File: src/rtl/parity_pkg.sv
// Shared definitions for the serial parity generator/checker pair.
package parity_pkg;

  localparam bit PARITY_EVEN = 1'b0;
  localparam bit PARITY_ODD  = 1'b1;

  typedef enum logic [1:0] {
    StIdle,
    StData,
    StParity
  } state_e;

  // Final check bit: zero means the frame matches the configured mode.
  function automatic logic final_parity(logic running, logic last_bit, logic odd_mode);
    return running ^ last_bit ^ odd_mode;
  endfunction

endpackage

File: src/rtl/parity_checker_rx_if.sv
// Serial receive bus: sender drives bits/controls, checker returns frame results and status.
interface parity_checker_rx_if #(
  parameter int unsigned DATA_W = 8,
  parameter int unsigned CNT_W  = 8
);

  logic              bit_in;
  logic              bit_valid;
  logic              frame_start;
  logic              clr_count;
  logic [DATA_W-1:0] data_out;
  logic              data_valid;
  logic              parity_err;
  logic              busy;
  logic [CNT_W-1:0]  err_count;

  modport master (
    output bit_in,
    output bit_valid,
    output frame_start,
    output clr_count,
    input  data_out,
    input  data_valid,
    input  parity_err,
    input  busy,
    input  err_count
  );

  modport slave (
    input  bit_in,
    input  bit_valid,
    input  frame_start,
    input  clr_count,
    output data_out,
    output data_valid,
    output parity_err,
    output busy,
    output err_count
  );

endinterface

File: src/rtl/sat_counter.sv
// Saturating up-counter with synchronous clear; clear beats increment.
module sat_counter #(
  parameter int unsigned WIDTH = 8
) (
  input  logic             clk,
  input  logic             rst_n,
  input  logic             inc,
  input  logic             clr,
  output logic [WIDTH-1:0] count
);

  logic [WIDTH-1:0] count_q;

  always_ff @(posedge clk or negedge rst_n) begin
    if (!rst_n) begin
      count_q <= '0;
    end else if (clr) begin
      count_q <= '0;
    end else if (inc && (count_q != '1)) begin
      count_q <= count_q + WIDTH'(1);
    end
  end

  assign count = count_q;

endmodule

File: src/rtl/parity_checker_rx.sv
// Serial frame receiver: reassembles DATA_W bits LSB first, checks the trailing parity bit,
// pulses data_valid/parity_err one cycle later and keeps a saturating error count.
module parity_checker_rx #(
  parameter int unsigned DATA_W     = 8,
  parameter bit          PARITY_ODD = parity_pkg::PARITY_EVEN,
  parameter int unsigned CNT_W      = 8
) (
  input logic                clk,
  input logic                rst_n,
  parity_checker_rx_if.slave bus
);

  import parity_pkg::*;

  localparam int unsigned BitCntW = $clog2(DATA_W + 1);
  localparam bit          OddMode = (PARITY_ODD == parity_pkg::PARITY_ODD);

  state_e              state_q;
  logic [DATA_W-1:0]   shift_q;
  logic [DATA_W-1:0]   data_q;
  logic [BitCntW-1:0]  cnt_q;
  logic                par_q;
  logic                valid_q;
  logic                err_q;

  logic take;
  logic start;
  logic final_bit;
  logic err_inc;

  assign take      = bus.bit_valid;
  assign start     = take & bus.frame_start;
  assign final_bit = final_parity(par_q, bus.bit_in, OddMode);
  // Count on the same edge that launches the parity_err pulse.
  assign err_inc   = take & ~bus.frame_start & (state_q == StParity) & final_bit;

  always_ff @(posedge clk or negedge rst_n) begin
    if (!rst_n) begin
      state_q <= StIdle;
      shift_q <= '0;
      data_q  <= '0;
      cnt_q   <= '0;
      par_q   <= 1'b0;
      valid_q <= 1'b0;
      err_q   <= 1'b0;
    end else begin
      valid_q <= 1'b0;
      err_q   <= 1'b0;
      if (start) begin
        // A start bit always opens a fresh frame, abandoning any partial one.
        shift_q <= DATA_W'(bus.bit_in);
        par_q   <= bus.bit_in;
        cnt_q   <= BitCntW'(1);
        state_q <= (DATA_W == 1) ? StParity : StData;
      end else if (take) begin
        case (state_q)
          StData: begin
            for (int unsigned i = 1; i < DATA_W; i++) begin
              if (cnt_q == BitCntW'(i)) begin
                shift_q[i] <= bus.bit_in;
              end
            end
            par_q <= par_q ^ bus.bit_in;
            cnt_q <= cnt_q + BitCntW'(1);
            if (cnt_q == BitCntW'(DATA_W - 1)) begin
              state_q <= StParity;
            end
          end
          StParity: begin
            data_q  <= shift_q;
            valid_q <= 1'b1;
            err_q   <= final_bit;
            cnt_q   <= '0;
            par_q   <= 1'b0;
            state_q <= StIdle;
          end
          default: begin
            state_q <= StIdle;
          end
        endcase
      end
    end
  end

  sat_counter #(
    .WIDTH(CNT_W)
  ) u_err_cnt (
    .clk  (clk),
    .rst_n(rst_n),
    .inc  (err_inc),
    .clr  (bus.clr_count),
    .count(bus.err_count)
  );

  assign bus.data_out   = data_q;
  assign bus.data_valid = valid_q;
  assign bus.parity_err = err_q;
  assign bus.busy       = (state_q != StIdle);

endmodule

File: src/flat_wrapper.sv
// flat-port wrapper written by rule: the top's interface ports become plain ports
module parity_checker_rx_flat import parity_pkg::*;
#(
  parameter int unsigned DATA_W     = 8,
  parameter bit          PARITY_ODD = parity_pkg::PARITY_EVEN,
  parameter int unsigned CNT_W      = 8
)
  (clk, rst_n, bus_bit_in, bus_bit_valid, bus_frame_start, bus_clr_count, bus_data_out, bus_data_valid, bus_parity_err, bus_busy, bus_err_count);
  parity_checker_rx_if #(.DATA_W(DATA_W), .CNT_W(CNT_W)) bus_i ();
  input logic clk;
  input logic rst_n;
  input wire logic [$bits(bus_i.bit_in)-1:0] bus_bit_in;
  input wire logic [$bits(bus_i.bit_valid)-1:0] bus_bit_valid;
  input wire logic [$bits(bus_i.frame_start)-1:0] bus_frame_start;
  input wire logic [$bits(bus_i.clr_count)-1:0] bus_clr_count;
  output wire logic [$bits(bus_i.data_out)-1:0] bus_data_out;
  output wire logic [$bits(bus_i.data_valid)-1:0] bus_data_valid;
  output wire logic [$bits(bus_i.parity_err)-1:0] bus_parity_err;
  output wire logic [$bits(bus_i.busy)-1:0] bus_busy;
  output wire logic [$bits(bus_i.err_count)-1:0] bus_err_count;
  assign bus_i.bit_in = bus_bit_in;
  assign bus_i.bit_valid = bus_bit_valid;
  assign bus_i.frame_start = bus_frame_start;
  assign bus_i.clr_count = bus_clr_count;
  assign bus_data_out = bus_i.data_out;
  assign bus_data_valid = bus_i.data_valid;
  assign bus_parity_err = bus_i.parity_err;
  assign bus_busy = bus_i.busy;
  assign bus_err_count = bus_i.err_count;
  parity_checker_rx #(.DATA_W(DATA_W), .PARITY_ODD(PARITY_ODD), .CNT_W(CNT_W)) u_core (.clk(clk), .rst_n(rst_n), .bus(bus_i));
endmodule
File: config.mk
export PLATFORM = sky130hd
export DESIGN_NAME = parity_checker_rx_flat
export DESIGN_NICKNAME = d
export VERILOG_FILES = /design/src/rtl/parity_pkg.sv /design/src/rtl/parity_checker_rx_if.sv /design/src/rtl/sat_counter.sv /design/src/rtl/parity_checker_rx.sv /design/src/flat_wrapper.sv
export SDC_FILE = /design/constraint.sdc
export NUM_CORES = 1
export LEC_CHECK = 0
export BUFFER_PORTS_ARGS = -buffer_cell sky130_fd_sc_hd__clkbuf_2
export CORE_MARGIN = 2
export CORE_UTILIZATION = 48
export CTS_CLUSTER_DIAMETER = 60
export DETAILED_ROUTE_END_ITERATION = 10
export PLACE_DENSITY = 0.75
export RECOVER_POWER = 25
export REMOVE_ABC_BUFFERS = 1
export SYNTH_ARGS = -nofsm -noshare
export SYNTH_HDL_FRONTEND = slang
export SYNTH_SLANG_ARGS = --single-unit
File: constraint.sdc
create_clock -name clk -period 2.6 [get_ports clk]
set_input_delay 0.52 -clock clk [delete_from_list [all_inputs] [get_ports clk]]
set_output_delay 0.52 -clock clk [all_outputs]
set_load 0.02 [all_outputs]
# == Word-level counts from Yosys, hierarchy flattened ==
# Cells that the tools add are included.
# word_totals
ff_bits,33
# op_classes
n_addsub,2
n_eq_ne,11
mux,28
n_bitwise,7
reduce_logical,23
# op_table
op,n
AND reduction 3 bit,8
nonzero test 2 bit,11
two-way mux 7 bit,3
== test 4 x 3 -> 1 bit (second input constant),4
two-way mux 8 bit,2
two-way mux 1 bit,15
adder 8 x 1 -> 8 bit (second input constant),1
== test 4 x 2 -> 1 bit (second input constant),2
two-way mux 2 bit,4
two-way mux 4 bit,2
inequality test 8 bit (second input constant),1
one-hot mux 4 bit (2 select lines),1
adder 4 x 1 -> 4 bit (second input constant),1
bitwise AND 1 bit,4
== test 4 x 1 -> 1 bit (second input constant),1
AND reduction 2 bit,2
inequality test 3 x 1 -> 1 bit (second input constant),1
nonzero test 3 bit,1
== test 2 x 1 -> 1 bit (second input constant),1
== test 2 bit (second input constant),1
inverter 1 bit,2
one-hot mux 1 bit (2 select lines),1
logical AND 1 bit,1
XOR 1 bit,1

# == Depth between registers and ports, before layout ==
# Gate-level depths: netlist of the first run.
# logic_depth
word_depth,7
mapped_depth,8
mapped_depth_nobuf,6

# == Hierarchy ==
# A second synthesis of the first run with hierarchy kept.
# unflattened
hier_cells,160
area_unflattened_um2,1669.1
# modules_own_cells
module,instances,cells_per_inst,area_per_inst_um2,seq_area_each_um2
parity_checker_rx,1,111,1204.9,625.6
sat_counter,1,49,464.2,200.2

# == Worst setup path before layout of the first run ==
# Ideal clock, no wire load.
# synth_timing
path_kind,flip-flop to flip-flop
from,reg u_core.state_q[0]
to,reg u_core.u_err_cnt.count_q[5] (netlist: u_core.u_err_cnt.count[5])
setup_ns,0.125
arrival_time_ns,1.790
setup_slack_ns,0.685
stages_incl_launch_ff,9
n_path_buf,2
period_less_slack_ns,1.915
cell_sequence,dfrtp_1 > inv_1 > ha_1 > and3b_1 > buf_4 > nand2_2 > buf_6 > nor4b_1 > mux2_2
# synth_between
elab_chain_cells,5
# synth_rtl
item,line_no,text
from (decl),parity_checker_rx.sv:18,state_e state_q;
from (signal assigned),parity_checker_rx.sv:39,state_q <= StIdle;
from (signal assigned),parity_checker_rx.sv:54,state_q <= (DATA_W == 1) ? StParity : StData;
from (signal assigned),parity_checker_rx.sv:66,state_q <= StParity;
== test 2 bit,parity_checker_rx.sv:35,assign err_inc = take & ~bus.frame_start & (state_q == StParity) & final_bit;
bitwise AND 1 bit (2 in series),parity_checker_rx.sv:35,
logical AND 1 bit,sat_counter.sv:19,end else if (inc && (count_q != '1)) begin
nonzero test 2 bit (no source line),n/a,
to (signal assigned),sat_counter.sv:20,count_q <= count_q + WIDTH'(1);
to (decl),sat_counter.sv:12,logic [WIDTH-1:0] count_q;
# Every way passes these cells.
# A chain may end at the register's enable or synchronous reset.

# == Worst setup path in the final report of the first run ==
# Same ends and word-level chain as after synthesis.

==> metrics.md, run 1 <==
| Metric | Value |
|---|---|
| Outcome | complete, but fails checks |
| Violated checks | capacitance limit, slew limit |
| # diodes | 0 |
| Library cells used by synthesis | 40 |
| Synth Instances | 186 |
| Post-CTS sizing | 0 |
| Vias in the first global route | approximately 1,300 |
| Async SR Flop Fraction | 1.00 |
| # clock sinks | 33 |
| Overflow after GRT | 0 |
| IO Pins | 25 |
| Startpoint types | flip-flop |
| P_sw | 484 uW |
| Die Area | 4120 um2 |
| Internal | 854 uW |
| # DRC | 0 |
| CP startpoint | u_core.state_q[0] |
| Max stage delay on crit path | ~0.43 ns |
| Maximum VDD drop | between 0.4 and 0.5 mV |
| Final WL | 3440 um |
| Worst-Skew Late Latency | roughly 0.34 ns |
| Clock-pin slew on the worst setup and hold paths | around 0.10 ns |
| Switching part of the total | 0.362 |
| CTS tree | yes |
| Unrepaired setup endpoints after global routing | no |
| Area of the mapped netlist | 1740 um2 |
| Comb power frac | 0.282 |
| Vias per cell | 5.43 |
| Hold slack | roughly 0.47 ns |
| Post-CTS Hold Buffers | 0 |
| CP max FO | 11 |
| # fillers | ~340 |
| Die W | about 64 um |
| Register-to-Register Path Depth | 6 |
| Final Cycle Share | 0.769 |
| Total core area | 3420 um2 |
| Commonest non-fill, non-tap cell in the layout | dfrtp_1 |
| Sum of negative setup slack | 0 ns |
| Number of synthesized flops with an enable pin | 0 |
| Initial Utilization | 0.509 |
| Nets | 224 |
| Register area share after synthesis | 0.475 |
| Core Util, Final | 0.563 |
| Via count | about 1,400 |
| IO Port Bufs | 24 |
| Area Growth Syn to Fin | 10.7% |
| Flop and latch count out of synthesis | 33 |
| Critical-path cell list | inv_1 -> ha_1 -> and3b_1 -> nand2_2 -> nor4b_1 -> mux2_2 |
| DP Wirelength | roughly 2400 um |
| Worst r2r dst | u_core.u_err_cnt.count[5] |
| Synth Flop Type | dfrtp_1 |
| Pre-antenna DRT Iters | 4 |
| Critical Path Sink Type | flip-flop |
| FF-to-FF setup slack | 0.60 ns |
| Clk root buf | clkbuf_4 |
| CTS max path bufs | 2 |
| FP Rows | 21 |
| Remaining antenna violation count | 0 |
| First-pass GRT wire length | 6080 um |
| Pwr Total | ~1300 uW |
| Final setup violation count | 0 |
| Worst-Margin Slew | between 1.5 and 2 ns |
| Gr usage total | 0.194 |
| Commonest cells after routing, fill and taps aside | dfrtp_1, nand2_1, clkbuf_2 |
| Required time worst endpoint | approximately 2.8 ns |
| Setup ws final | 0.601 ns |
| Clock period minus worst slack | 2.00 ns |
| Clock Skews | 0.0127 ns |
| Max_cap viols | 1 |
| CTS Buf Count | 5 |
| Max-slew violation count | 34 |
| Initial antenna violation count | 0 |
| RD Place Congestion | 0.807 |
| Crit-path slowest cell | dfrtp_1 |
| Syn. warnings | 0 |
| First DRT Iteration DRCs | 104 |
| Die H | 64.2 um |
| Largest net degree at the start of global routing | 34 |
| DR WL/cell | between 10 and 15 um |
| Cell leakage power | 0.000940 uW |
| Clock power share | 0.207 |
| Pre-CTS setup slack | approximately 0.56 ns |
| Layout cells sized above 1 | 0.172 |
| Hold crit path type | in -> reg |
| Setup crit end | u_core.u_err_cnt.count[5] |
| Max Fclk | 500 MHz |
| H-tree depth | 2 |
| Worst R2R Start | u_core.state_q[0] |
| Fin. Hold Viols | 0 |
| Postcts setup bufs | 0 |
| Mapped Avg Cell Area | 9.34 um2 |
| Sequential power share | 0.511 |
| Worst Path Arrival | roughly 2.2 ns |
| Setup CP Type | reg -> reg |
| Max_slew headroom | -0.154 |
| PwrDens | 695 nW/um2 |
==> cells by family (layout without fill, tap and decap cells) <==
kind of cell,after synthesis,in the layout,share of synthesized area
buffers and inverters,19,42,0.0475
flip-flops,33,33,0.475
XOR/XNOR,1,1,0.00504
AND/OR/NAND/NOR,80,80,0.237
AO/OA/AOI/OAI,37,37,0.127
adder cells (fa/ha/maj),10,10,0.0720
multiplexers,6,6,0.0360
==> sequential cells by signal, summed over array words and instances (netlist names) <==
name / cells
u_core.bus.data_out: 8
u_core.bus.data_valid: 1
u_core.bus.parity_err: 1
u_core.cnt_q: 4
u_core.par_q: 1
u_core.shift_q: 8
u_core.state_q: 2
u_core.u_err_cnt.count: 8
==> power by group through the flow <==
stage          combinational, uW  sequential, uW  clock (uW)
2_1_floorplan                270             684           0
3_3_place_gp                 369             689           0
3_5_place_dp                 380             694           0
4_1_cts                      381             684         283
5_1_grt                      442             698         308
6_report                     377             683         277
==> through the flow <==
| stage | std cells | instance area, um2 |
|---|---|---|
| after floorplan | 176 | 1690 |
| after global placement | 247 | 1870 |
| after detailed placement | 247 | 1870 |
| after CTS | 255 | 1930 |
| after global routing | 255 | 1920 |
| final | 255 | 1920 |
==> metal layers <==
layer,GRT usage,wire length (um),up-vias
li1,-,-,695
met1,0.252,1660,658
met2,0.315,1570,26
met3,0.0528,160,5
met4,0.0638,51,0
met5,0,0,-
==> cells in the mapped netlist (2+ instances only) <==
cell      instances  share of area
nor2b_1           2         0.0072
nand2_1          28          0.060
inv_1             9          0.019
mux2_2            2          0.013
nand2b_1          3          0.011
clkbuf_1          7          0.015
nor3_1            3         0.0086
ha_1             10          0.072
or4_1             4          0.017
a21oi_1          15          0.043
nor4b_1           2          0.010
o31ai_1           5          0.022
dfrtp_1          33           0.48
nand3_1          10          0.029
mux2i_1           4          0.023
and3b_1           2          0.010
and2_1            3          0.011
nor2_1           12          0.026
nand4b_1          2          0.010
o21ai_0          10          0.029
==> area by class of cell <==
| class | count | area (um2) | area share |
|---|---|---|---|
| flip-flops and latches | 33 | 826 | 0.429 |
| multi-input cells | 134 | 830 | 0.431 |
| clock buffers | 6 | 41.3 | 0.0215 |
| inverters | 9 | 33.8 | 0.0176 |
| well taps | 46 | 57.6 | 0.0299 |
| clock inverters | 2 | 10.0 | 0.00520 |
| repair buffers | 25 | 126 | 0.0657 |
==> worst min-delay path by stage <==
stage,startpoint,to,depth (start not counted)
final,bus_clr_count,u_core.u_err_cnt.count[6],2
after global routing,bus_clr_count,u_core.u_err_cnt.count[6],2
after CTS,rst_n,u_core.state_q[1],1
after detailed placement,u_core.shift_q[0],u_core.bus.data_out[0],2
after global placement,u_core.shift_q[5],u_core.bus.data_out[5],2
after floorplan,rst_n,u_core.bus.data_out[0],0
==> worst max-delay path: cells and delay by family (launching register included) <==
kind | cells | cell delay, ns
fa+ha+maj | 1 | 0.25
flops | 1 | 0.43
simple gates | 3 | 0.70
mux | 1 | 0.38
buf+inv | 1 | 0.11
Power figures use the tool's default switching activity.
==> run 2, diff against run 1 <==
clock period = 2.04 ns   (was 2.6 ns; I/O delays follow)
==> run 2 against run 1 <==
  * The flow now finishes without violations
  * Sequential cell count unchanged
  * Power up 32%
  * First-iteration DRC count fell by 35%
  * Combinational power rose by 31%
  * Sequential share of layout area down 1.6 points
  * Hold slack worse by 0.098 ns
  * Via count is 0.87% higher
  * Sequential power increased by 27%
  * Critical endpoint is now u_core.u_err_cnt.count[3]
  * Fmax is 7.0% higher
  * Largest power group unchanged
  * Clock power grew 48%
  * Critical path depth unchanged
==> metrics.md, run 2 (same netlist as run 1, synthesis figures left out) <==
| Metric | Value |
|---|---|
| # clock sinks | 33 |
| Min-delay src | bus_clr_count |
| Maximum VDD drop | 0.513 mV |
| Worst r2r dst | u_core.u_err_cnt.count[3] |
| Pwr Total | 1770 uW |
| Max_slew headroom | 0.516 |
| Fin. Hold Viols | 0 |
| Cell leakage power | approximately 0.00097 uW |
| DR WL/cell | 12.8 um |
| Nets | 231 |
| Worst Path Arrival | 2.12 ns |
| Die Area | 4120 um2 |
| Startpoint types | flip-flop |
| PwrDens | slightly below 900 nW/um2 |
| Vias in the first global route | 1,338 |
| Remaining antenna violation count | 0 |
| CTS max path bufs | 2 |
| Largest net degree at the start of global routing | 16 |
| Gr usage total | 0.189 |
| Placed instance count | 253 |
| Required time worst endpoint | around 2.3 ns |
| IO Port Bufs | 24 |
| Post-DP Area | roughly 1900 um2 |
| Max Fclk | 535 MHz |
| Pre-antenna DRT Iters | 4 |
| Area Growth Syn to Fin | 15.0% |
| Initial Utilization | 0.509 |
| Vias per cell | 5.33 |
| Via count | around 1,400 |
| Clock-pin slew on the worst setup and hold paths | 0.10 ns |
| # DRC | 0 |
| Initial antenna violation count | 0 |
| Clock period minus worst slack | between 1.5 and 2 ns |
| Worst-Margin Slew | 0.726 ns |
| Unrepaired setup endpoints after global routing | no |
| Finished Layout Cells | 262 |
| Switching part of the total | 0.342 |
| First DRT Iteration DRCs | slightly below 70 |
| Die H | around 64 um |
| Clock Skews | 0.0117 ns |
| CTS tree | yes |
| Comb power frac | 0.280 |
| Max_cap viols | 0 |
| Sequential power share | 0.489 |
| Sum of negative setup slack | 0 ns |
| Max-slew violation count | 0 |
| Design area | between 1500 and 2000 um2 |
| Final Cycle Share | 0.916 |
| Total core area | 3420 um2 |
| Hold slack | 0.371 ns |
| Worst R2R Start | u_core.state_q[0] |
| IO Pins | 25 |
| DP Wirelength | 2470 um |
| FF-to-FF setup slack | 0.17 ns |
| H-tree depth | 2 |
| Setup CP Type | reg -> reg |
| # fillers | 319 |
| Critical Path Sink Type | flip-flop |
| CTS Buf Count | 5 |
| Layout cells sized above 1 | 0.199 |
| Overflow after GRT | 0 |
| Die W | 64.2 um |
| FP Rows | 21 |
| Internal | roughly 1200 uW |
| P_sw | about 600 uW |
| RD Place Congestion | 0.813 |
| Commonest cells after routing, fill and taps aside | dfrtp_1, nand2_1, clkbuf_2 |
| Hold crit path type | in -> reg |
| Final WL | 3340 um |
| # diodes | 0 |
| Final setup violation count | 0 |
| Worst-Skew Late Latency | around 0.33 ns |
| Clk root buf | clkbuf_4 |
| Outcome | finished clean |
| Clock power share | 0.231 |
| Hold Path Sink | u_core.u_err_cnt.count[4] |
| First-pass GRT wire length | 6040 um |
| Commonest non-fill, non-tap cell in the layout | dfrtp_1 |
| Worst Hold Depth | 2 |
| Register-to-Register Path Depth | 6 |
| CP max FO | 11 |
run 2: final cells by class:
cell class,count,area (um2),area share
Multi-Input combinational cell,134,838,0.419
Sequential cell,33,826,0.413
Timing Repair Buffer,32,174,0.0870
Clock buffer,7,65.1,0.0325
Tap cell,46,57.6,0.0288
Inverter,9,33.8,0.0169
Clock inverter,1,5.00,0.00250
run 2: worst max-delay path by stage:
stage	start	end	cells after the start
global route	u_core.state_q[0]	u_core.u_err_cnt.count[4]	6
floorplan	u_core.state_q[0]	u_core.u_err_cnt.count[5]	6
detailed placement	u_core.state_q[0]	u_core.u_err_cnt.count[5]	6
finish	u_core.state_q[0]	u_core.u_err_cnt.count[3]	6
global placement	u_core.state_q[0]	u_core.u_err_cnt.count[5]	6
CTS	u_core.state_q[0]	u_core.u_err_cnt.count[5]	6
run 2: power groups by stage:
| stage | clock network [uW] | logic (uW) | registers (uW) |
|---|---|---|---|
| 5_1_grt | 457 | 569 | 889 |
| 2_1_floorplan | 0 | 344 | 872 |
| 4_1_cts | 425 | 501 | 869 |
| 3_5_place_dp | 0 | 496 | 881 |
| 6_report | 409 | 495 | 866 |
| 3_3_place_gp | 0 | 492 | 876 |
run 2: layer usage:
layer	global-route usage	vias up	wire [um]	share of wire
met3	0.0475	6	142	0.042
met2	0.288	32	1480	0.44
met1	0.258	651	1650	0.49
met5	0	-	0	0
li1	-	707	-	-
met4	0.0745	0	71	0.021
run 2: critical path, cell delays in order, from the launching register on:
cell and delay (ns):
dfrtp_1 0.42, inv_1 0.11, ha_2 0.23, and3b_1 0.23
nand2_2 0.14, or4_1 0.50, a21oi_1 0.16
run 2: what timing repair did:
item,CTS,global route
buffers inserted,0,0
hold buffers,1,0
resized for setup,0,2
endpoints found under the setup margin,0,1
endpoints found under the hold margin,9,0
run 2: per-stage QoR:
step / setup slack (ns) / utilization
global placement: 0.164 / 0.562
global route: 0.0422 / 0.585
finish: 0.171 / 0.585
detailed placement: 0.115 / 0.562
floorplan: 0.141 / -
CTS: 0.0952 / 0.585
==> run 3, diff against run 2 <==
CORE_UTILIZATION = 56   (was 48)
PLACE_DENSITY = 0.84   (was 0.75)
==> run 3 against run 2 <==
  * The run now ends with capacitance limit, slew limit left
  * Via count grew 2.4%
  * Sequential power grew 2%
  * Final cell count shrank 6.1%
  * Clock power grew 26%
  * Die area shrank 13%
==> metrics.md, run 3 (same netlist as run 1, synthesis figures left out) <==
| Metric | Value |
|---|---|
| Outcome | complete, but fails checks |
| Violated checks | capacitance limit, slew limit |
| Worst-Skew Late Latency | between 0.3 and 0.4 ns |
| # clock sinks | 33 |
| Hold crit path type | in -> reg |
| M1 GR Usage | 0.293 |
| Commonest non-fill, non-tap cell in the layout | dfrtp_1 |
| Fin. Hold Viols | 0 |
| Clock-pin slew on the worst setup and hold paths | around 0.1 ns |
| Die H | 59.7 um |
| # diodes | 0 |
| Worst-Margin Slew | 1.74 ns |
| Worst Path Arrival | 2.18 ns |
| Final setup violation count | 0 |
| Initial antenna violation count | 0 |
| Max_slew headroom | -0.161 |
| Max Fclk | 525 MHz |
| Clock Skews | 0.00497 ns |
| Die Area | about 3600 um2 |
| DP Wirelength | ~2500 um |
| Cell leakage power | 0.000969 uW |
| Remaining antenna violation count | 0 |
| Final Cycle Share | 0.934 |
| H-tree depth | 2 |
| Layout cells sized above 1 | 0.197 |
| CTS Buf Count | 5 |
| Setup CP Type | reg -> reg |
| Placed instance count | 238 |
| # DRC | 0 |
| RD Place Congestion | 0.807 |
| Die W | 59.7 um |
| Met2 usage | 0.348 |
| Pre-antenna DRT Iters | 4 |
| Max_cap viols | 1 |
| Pre-CTS setup slack | 0.0576 ns |
| First DRT Iteration DRCs | 98 |
| Vias in the first global route | 1,324 |
| IO Port Bufs | 24 |
| Initial Utilization | 0.579 |
| Nets | 228 |
| Setup ws final | roughly 0.13 ns |
| Startpoint types | flip-flop |
| Critical Path Sink Type | flip-flop |
| Final WL | 3530 um |
| Vias per cell | 5.81 |
| DR WL/cell | between 10 and 15 um |
| Via count | 1,430 |
| CTS tree | yes |
| IO Pins | 25 |
| Clk root buf | clkbuf_4 |
| Total core area | 3000 um2 |
| PwrDens | around 960 nW/um2 |
| Largest net degree at the start of global routing | 34 |
| Gr usage total | 0.226 |
| CTS max path bufs | 2 |
| Max-slew violation count | 34 |
| Sum of negative setup slack | 0 ns |
| Clock period minus worst slack | roughly 1.9 ns |
| First-pass GRT wire length | 5870 um |
| # fillers | 262 |
| Area Growth Syn to Fin | 13.8% |
| Maximum VDD drop | ~0.6 mV |
| Required time worst endpoint | 2.31 ns |
| Overflow after GRT | 0 |
| FP Rows | 20 |
| Met3 usage | 0.0649 |
| Unrepaired setup endpoints after global routing | no |
| Grt peak-use layer | met2 |
| Commonest cells after routing, fill and taps aside | dfrtp_1, nand2_1, clkbuf_2 |
| Finished Layout Cells | 246 |
| CP max FO | 11 |
run 3: cell count changes in the layout (fill, tap and decap cells not counted):
| cell | before | now |
|---|---|---|
| clkinv_2 | 1 | 0 |
| clkbuf_8 | 2 | 1 |
| clkbuf_2 | 23 | 24 |
| bufinv_16 | 0 | 1 |
| clkbuf_1 | 3 | 2 |
| dlygate4sd3_1 | 1 | 0 |
| buf_4 | 5 | 4 |
run 3: path summary, 6_finish.rpt:
kind                                         from  depth (start not counted)  slack [ns]                         to
max                             u_core.state_q[0]                          6        0.13  u_core.u_err_cnt.count[4]
min                                 bus_clr_count                          2        0.37  u_core.u_err_cnt.count[6]
max reg2reg                     u_core.state_q[0]                          6        0.13  u_core.u_err_cnt.count[4]
min reg2reg                u_core.bus.data_out[6]                          2        0.48     u_core.bus.data_out[6]
max in group asynchronous                   rst_n                          2        0.43     u_core.bus.data_out[1]
min in group asynchronous                   rst_n                          2        0.60  u_core.u_err_cnt.count[6]
run 3: where the power goes:
| part | leakage [uW] | internal [uW] | total, uW | switching, uW |
|---|---|---|---|---|
| Combinational | 0.000478 | 211 | 499 | 288 |
| Clock | 0.0000455 | 293 | 515 | 222 |
| Sequential | 0.000445 | 754 | 879 | 125 |
run 3: area by class of cell:
cell class / count / area, um2 / share of cell area
flip-flops and latches: 33 / 826 / 0.417
well taps: 33 / 41.3 / 0.0209
repair buffers: 29 / 154 / 0.0778
multi-input cells: 134 / 838 / 0.424
clock buffers: 7 / 55.1 / 0.0278
clock inverters: 1 / 30.0 / 0.0152
inverters: 9 / 33.8 / 0.0171
run 3: through the flow:
step           area, um2  total power, uW  hold slack (ns)   util
2_1_floorplan       1690             1220            0.112      -
3_3_place_gp        1890             1360            0.453  0.629
3_5_place_dp        1890             1380            0.459  0.629
4_1_cts             1970             1900           0.0802  0.657
5_1_grt             1980             2020            0.355  0.659
6_report            1980             1890            0.366  0.659
run 3: critical path: stages (launching register included):
cell     delay (ns)
dfrtp_1        0.43
inv_1          0.13
ha_2           0.23
and3b_1        0.25
nand2_2        0.15
or4_1          0.51
a21oi_1        0.15
run 3: repair_timing:
item,4_1_cts,5_1_grt
hold buffers,0,0
setup endpoints to repair,0,3
setup buffers,0,0
gates resized for setup,0,2
run 3: metal layers:
layer	part of all wire	routed length, um
met5	0	0
met4	0.023	80
met3	0.051	181
met2	0.47	1660
met1	0.46	1610
